File: src/rtl/reg_write_arbiter.sv
// reg_write_arbiter: shares the register file write port between two
// writeback requesters (req0 = ALU, req1 = load/memory). Each requester owns
// a one-entry holding buffer; one buffer is drained per cycle into registered
// outputs that drive the register file write port directly.
// Build option: define WR_ARB_RR_EN for round-robin arbitration between full
// buffers; without it req0 has fixed priority and req1 may starve.
module reg_write_arbiter #(
  parameter int N      = 32,
  parameter int ADDR_W = 5,
  parameter int CNT_W  = 16
) (
  input  logic              clk,
  input  logic              reset,
  input  logic              req0_valid,
  output logic              req0_ready,
  input  logic [ADDR_W-1:0] req0_addr,
  input  logic [N-1:0]      req0_data,
  input  logic              req1_valid,
  output logic              req1_ready,
  input  logic [ADDR_W-1:0] req1_addr,
  input  logic [N-1:0]      req1_data,
  output logic              Reg_write_out,
  output logic [ADDR_W-1:0] Write_Register_out,
  output logic [N-1:0]      Write_Data_out,
  output logic [CNT_W-1:0]  conflict_cnt,
  output logic              idle
);

  // Per-requester views, indexed 0/1 so both buffers share one generate body.
  logic [1:0]        w_req_valid;
  logic [ADDR_W-1:0] w_req_addr [2];
  logic [N-1:0]      w_req_data [2];

  logic [1:0]        w_buf_valid;
  logic [ADDR_W-1:0] w_buf_addr [2];
  logic [N-1:0]      w_buf_data [2];

  logic [1:0]        w_grant;
  logic [1:0]        w_ready;
  logic [1:0]        w_accept;
  logic              w_any_grant;
  logic [ADDR_W-1:0] w_sel_addr;
  logic [N-1:0]      w_sel_data;

  // Registered output stage
  logic              r_reg_write;
  logic [ADDR_W-1:0] r_wr_addr;
  logic [N-1:0]      r_wr_data;
  logic [CNT_W-1:0]  r_conflict_cnt;

  assign w_req_valid   = {req1_valid, req0_valid};
  assign w_req_addr[0] = req0_addr;
  assign w_req_addr[1] = req1_addr;
  assign w_req_data[0] = req0_data;
  assign w_req_data[1] = req1_data;

  assign req0_ready = w_ready[0];
  assign req1_ready = w_ready[1];

  // ---------------------------------------------------------------------------
  // Holding buffers, one per requester
  // ---------------------------------------------------------------------------
  generate
    for (genvar gi = 0; gi < 2; gi++) begin : g_buf
      logic              r_valid;
      logic [ADDR_W-1:0] r_addr;
      logic [N-1:0]      r_data;

      // A slot being drained this cycle is free again at the same edge, so a
      // saturating requester does not lose a cycle behind its own grant.
      assign w_ready[gi]  = reset & (~r_valid | w_grant[gi]);
      assign w_accept[gi] = w_req_valid[gi] & w_ready[gi];

      assign w_buf_valid[gi] = r_valid;
      assign w_buf_addr[gi]  = r_addr;
      assign w_buf_data[gi]  = r_data;

      // Capture an accepted entry; otherwise release the slot once granted.
      always_ff @(posedge clk) begin
        if (!reset) begin
          r_valid <= 1'b0;
          r_addr  <= '0;
          r_data  <= '0;
        end else if (w_accept[gi]) begin
          r_valid <= 1'b1;
          r_addr  <= w_req_addr[gi];
          r_data  <= w_req_data[gi];
        end else if (w_grant[gi]) begin
          r_valid <= 1'b0;
        end
      end
    end
  endgenerate

  // ---------------------------------------------------------------------------
  // Arbitration
  // ---------------------------------------------------------------------------
`ifdef WR_ARB_RR_EN
  // Index of the most recent winner; starts at 1 so req0 wins the first tie.
  logic r_last;

  // Remember which buffer was drained last to alternate on ties.
  always_ff @(posedge clk) begin
    if (!reset) begin
      r_last <= 1'b1;
    end else if (w_grant[0]) begin
      r_last <= 1'b0;
    end else if (w_grant[1]) begin
      r_last <= 1'b1;
    end
  end

  // A lone full buffer always wins; on a tie the one that did not win last.
  always_comb begin
    w_grant = w_buf_valid;
    if (w_buf_valid == 2'b11) begin
      w_grant = r_last ? 2'b01 : 2'b10;
    end
  end
`else
  // A lone full buffer always wins; on a tie req0 has priority.
  always_comb begin
    w_grant = w_buf_valid;
    if (w_buf_valid == 2'b11) begin
      w_grant = 2'b01;
    end
  end
`endif

  assign w_any_grant = |w_grant;
  assign w_sel_addr  = w_grant[1] ? w_buf_addr[1] : w_buf_addr[0];
  assign w_sel_data  = w_grant[1] ? w_buf_data[1] : w_buf_data[0];

  // ---------------------------------------------------------------------------
  // Output stage
  // ---------------------------------------------------------------------------
  // Register the granted entry; writes to register 0 retire without enabling
  // the register file, and address/data hold when nothing is granted.
  always_ff @(posedge clk) begin
    if (!reset) begin
      r_reg_write <= 1'b0;
      r_wr_addr   <= '0;
      r_wr_data   <= '0;
    end else if (w_any_grant) begin
      r_reg_write <= (w_sel_addr != '0);
      r_wr_addr   <= w_sel_addr;
      r_wr_data   <= w_sel_data;
    end else begin
      r_reg_write <= 1'b0;
    end
  end

  // Count cycles with both buffers occupied, sticking at the maximum value.
  always_ff @(posedge clk) begin
    if (!reset) begin
      r_conflict_cnt <= '0;
    end else if ((&w_buf_valid) && (r_conflict_cnt != '1)) begin
      r_conflict_cnt <= r_conflict_cnt + CNT_W'(1);
    end
  end

  assign Reg_write_out      = r_reg_write;
  assign Write_Register_out = r_wr_addr;
  assign Write_Data_out     = r_wr_data;
  assign conflict_cnt       = r_conflict_cnt;
  assign idle               = ~(|w_buf_valid) & ~r_reg_write;

endmodule

File: config.mk
export PLATFORM = sky130hd
export DESIGN_NAME = reg_write_arbiter
export DESIGN_NICKNAME = d
export VERILOG_FILES = /design/src/rtl/reg_write_arbiter.sv
export SDC_FILE = /design/constraint.sdc
export NUM_CORES = 1
export LEC_CHECK = 0
export ABC_CLOCK_PERIOD_IN_PS = 5000
export CORE_MARGIN = 8
export CORE_UTILIZATION = 52
export DETAILED_ROUTE_END_ITERATION = 12
export PLACE_DENSITY_LB_ADDON = 0.15
export SETUP_SLACK_MARGIN = 0.02
export SLEW_MARGIN = 30
export SYNTH_ARGS = -nofsm -noshare
export SYNTH_HDL_FRONTEND = slang
export SYNTH_SLANG_ARGS = --single-unit
File: constraint.sdc
create_clock -name clk -period 5 [get_ports clk]
set_input_delay 1 -clock clk [delete_from_list [all_inputs] [get_ports clk]]
set_output_delay 1 -clock clk [all_outputs]
set_load 0.02 [all_outputs]
==> reports/qor.yml <==
timing:
  fin_setup_tns_ps: 0
  hold_ws_ps: 452
  setup_ws_ps: 1780
  setup_viol: 0
  slew_violations: 0
  fin_crit_ps: 3220
  hold_violations: 0
  skew_ps: 6.52
  rsz0062_at_grt: "false"
  finalCritPeriodShare_pct: 64.5
  fmax_mhz: 310
  worstMarginPinSlew_ps: 903
  max-slew-margin-rel_pct: 39.8
floorplan:
  die_w_um: 115
  start_util_pct: 53.0
  core-area_um2: 9680
  io-pin-count: 135
  row_count: 36
  dieHeight_um: 115
  dieArea_um2: 13300
placement:
  gp_congestion: 0.797
  dp_hpwl_um: 8860
  portBuffers: 134
  place_ws_ps: 2030
layout:
  drive_above_1_share_pct: 6.34
  nFillCells: 737
  final_net_count: 793
  areaGrowthSynthToFinish_pct: 38.5
  diodes: 0
setup_path:
  path_max_fanout: 42
  r2r_end: "conflict_cnt[11]$_SDFFE_PN0P_"
  crit_path_end: "req1_ready"
  r2r-start: "g_buf[1].r_valid$_SDFFE_PN0P_"
  ff2ff_path_depth: 5
  start_kind: "flip-flop"
  end_kind: "output pin"
  crit_required_ps: 4000
  cp-startpoint: "g_buf[0].r_valid$_SDFFE_PN0P_"
  worstSetupPathType: "reg2out"
  arrival_ps: 2220
  r2r_slack_ps: 2000
clock_network:
  cts_hold_buffers: 0
  htreeDepth: 4
  clkLatencyLatePin_ps: 510
  clock_path_buffers: 2
  cts_resized: 0
  path_clk_slew_ps: 60
  post-cts-setup-buffer-count: 0
  cts_made_buffers: 17
  cts_tree: "yes"
  cts_root_buf: "clkbuf_8"
  clkSinkCount: 130
power_and_ir_drop:
  fin_total_pwr_mw: 2.61
  ir_drop_mv: 0.239
  power_switching_share_pct: 22.7
  share_seq_of_total_power_pct: 43.4
  power_frac_clock_pct: 46.8
  combPwrFrac_pct: 9.8
  p_int_mw: 2.02
  p_switching_mw: 0.592
  power_leakage_nw: 2.93
  power_density_nw_per_um2: 367
yosys:
  synth.area.top_cells: "dfxtp_1 (51%), mux2i_1 (15%), nor2_1 (8.4%)"
  synth_top_cell_area_share_pct: 50.7
  ys_ff_latch: 130
  ys_types: 31
  synth_warnings: 0
  yosysTopAreaCell: "dfxtp_1"
  syn-num-nets: 678
  postSynthCellCount: 599
  synth_seq_area_share_pct: 50.7
  netlist_area_um2: 5130
  synth.avg_cell_area_um2: 8.57
grt:
  grt_pass1_vias: 4506
  grt_pass1_wl_um: 22000
  grt_max_degree: 87
  met3_usage_pct: 6.83
  grt-ovfl-total: 0
  grtUsageMet2_pct: 33.5
  use_met1_pct: 25.9
  grt_busiest_layer: "met2"
  grt_antenna_before_repair: 0
  grt_usage_pct: 20.8
route:
  vias: 4546
  firstDrtPassIters: 5
  wirelength_um: 13600
  drc: 0
  postRouteAntennaNets: 0
  drt_iter0_markers: 309
  wl_per_cell_um: 15.8
  via_per_inst: 5.29
min_path:
  hold_path_class: "reg2reg"
job:
  drv_cap: 0
run_status:
  outcome: "finished clean"
-- cell type report --
cell class / instances / area (um^2) / share of cell area (%)
clock buffer: 21 / 459 / 6.46
clock inverter: 10 / 133 / 1.86
inverter: 4 / 15.0 / 0.211
multi-input combinational: 422 / 2360 / 33.2
sequential: 130 / 2610 / 36.6
tap: 133 / 166 / 2.34
timing repair buffer: 139 / 1370 / 19.3
-- layer usage --
layer,vias to the layer above,share of wire [%]
li1,2260,-
met1,2127,44
met2,147,48
met3,12,6.9
met4,0,1.1
met5,-,0
-- Yosys cell counts --
| cell | instances |
|---|---|
| a31oi_1 | 1 |
| and2_1 | 3 |
| o211ai_1 | 2 |
| ha_1 | 1 |
| nor3_1 | 5 |
| nand4b_1 | 1 |
| nand2_1 | 85 |
| o31ai_1 | 8 |
| mux2i_1 | 76 |
| a21o_1 | 1 |
| clkinv_1 | 1 |
| a21oi_1 | 48 |
| inv_1 | 3 |
| buf_2 | 5 |
| and3_1 | 3 |
| nor2_1 | 115 |
| nor4_1 | 3 |
| nand2b_1 | 2 |
| nand2_2 | 1 |
| clkbuf_1 | 32 |
| or4_1 | 8 |
| nand4_1 | 3 |
| nand3_1 | 42 |
| or3_1 | 5 |
| buf_4 | 1 |
| or2_2 | 1 |
| buf_1 | 5 |
| o221a_2 | 1 |
| o21ai_0 | 5 |
| or4b_1 | 2 |
| dfxtp_1 | 130 |
-- cell families (layout without fill, tap and decap cells) --
kind of cell	count (synthesis)	in the layout	synth area share (%)
and+or+nand+nor	279	279	23.5
buffers and inverters	47	174	3.63
AOI/OAI and AO/OA	66	66	7.12
DFF	130	130	50.7
adders and majority gates	1	1	0.244
muxes	76	76	14.8
-- power by group through the flow --
stage	Clock (mW)	Sequential (mW)	Combinational (mW)
3_3_place_gp	0	1.15	0.249
3_5_place_dp	0	1.15	0.254
5_1_grt	1.29	1.14	0.279
4_1_cts	1.24	1.13	0.257
6_report	1.22	1.13	0.255
2_1_floorplan	0	1.15	0.131
-- worst min-delay path by stage --
stage	startpoint	to	slack, ps	cells after the start
floorplan	g_buf[1].r_data[0]$_SDFFE_PN0P_	g_buf[1].r_data[0]$_SDFFE_PN0P_	430	2
global placement	g_buf[1].r_data[31]$_SDFFE_PN0P_	g_buf[1].r_data[31]$_SDFFE_PN0P_	440	2
detailed placement	g_buf[1].r_data[15]$_SDFFE_PN0P_	g_buf[1].r_data[15]$_SDFFE_PN0P_	450	2
CTS	g_buf[1].r_data[15]$_SDFFE_PN0P_	g_buf[1].r_data[15]$_SDFFE_PN0P_	460	2
global route	g_buf[1].r_data[18]$_SDFFE_PN0P_	g_buf[1].r_data[18]$_SDFFE_PN0P_	470	2
finish	g_buf[1].r_data[24]$_SDFFE_PN0P_	g_buf[1].r_data[24]$_SDFFE_PN0P_	450	2
-- critical path: stages (launching register included) --
cell and delay (ps):
dfxtp_2 840, and2_1 270, nor2_1 60, clkdlybuf4s50_1 550
-- flip-flops by register name (all words and copies together) (netlist names) --
name                count
g_buf.r_data           64
Write_Data_out         32
conflict_cnt           16
g_buf.r_addr           10
Write_Register_out      5
g_buf.r_valid           2
Reg_write_out           1
-- cell usage in the layout (no fill, tap or decap), types with 4 or more instances in the layout --
cell	count
clkdlybuf4s50_1	132
dfxtp_1	128
nor2_1	115
nand2_1	85
mux2i_1	76
a21oi_1	48
nand3_1	41
clkbuf_16	16
o31ai_1	8
or4_1	8
buf_4	6
nor3_1	5
or3_1	5
o21ai_0	5
clkbuf_8	4
clkinv_2	4
-- metrics by stage --
step	instances	cell area (um^2)	util, %
final	859	7110	73.4
after global routing	859	7110	73.4
after CTS	859	7110	73.4
after detailed placement	828	6520	67.3
after global placement	828	6500	67.2
after floorplan	599	5130	-
Power figures use the tool's default switching activity.
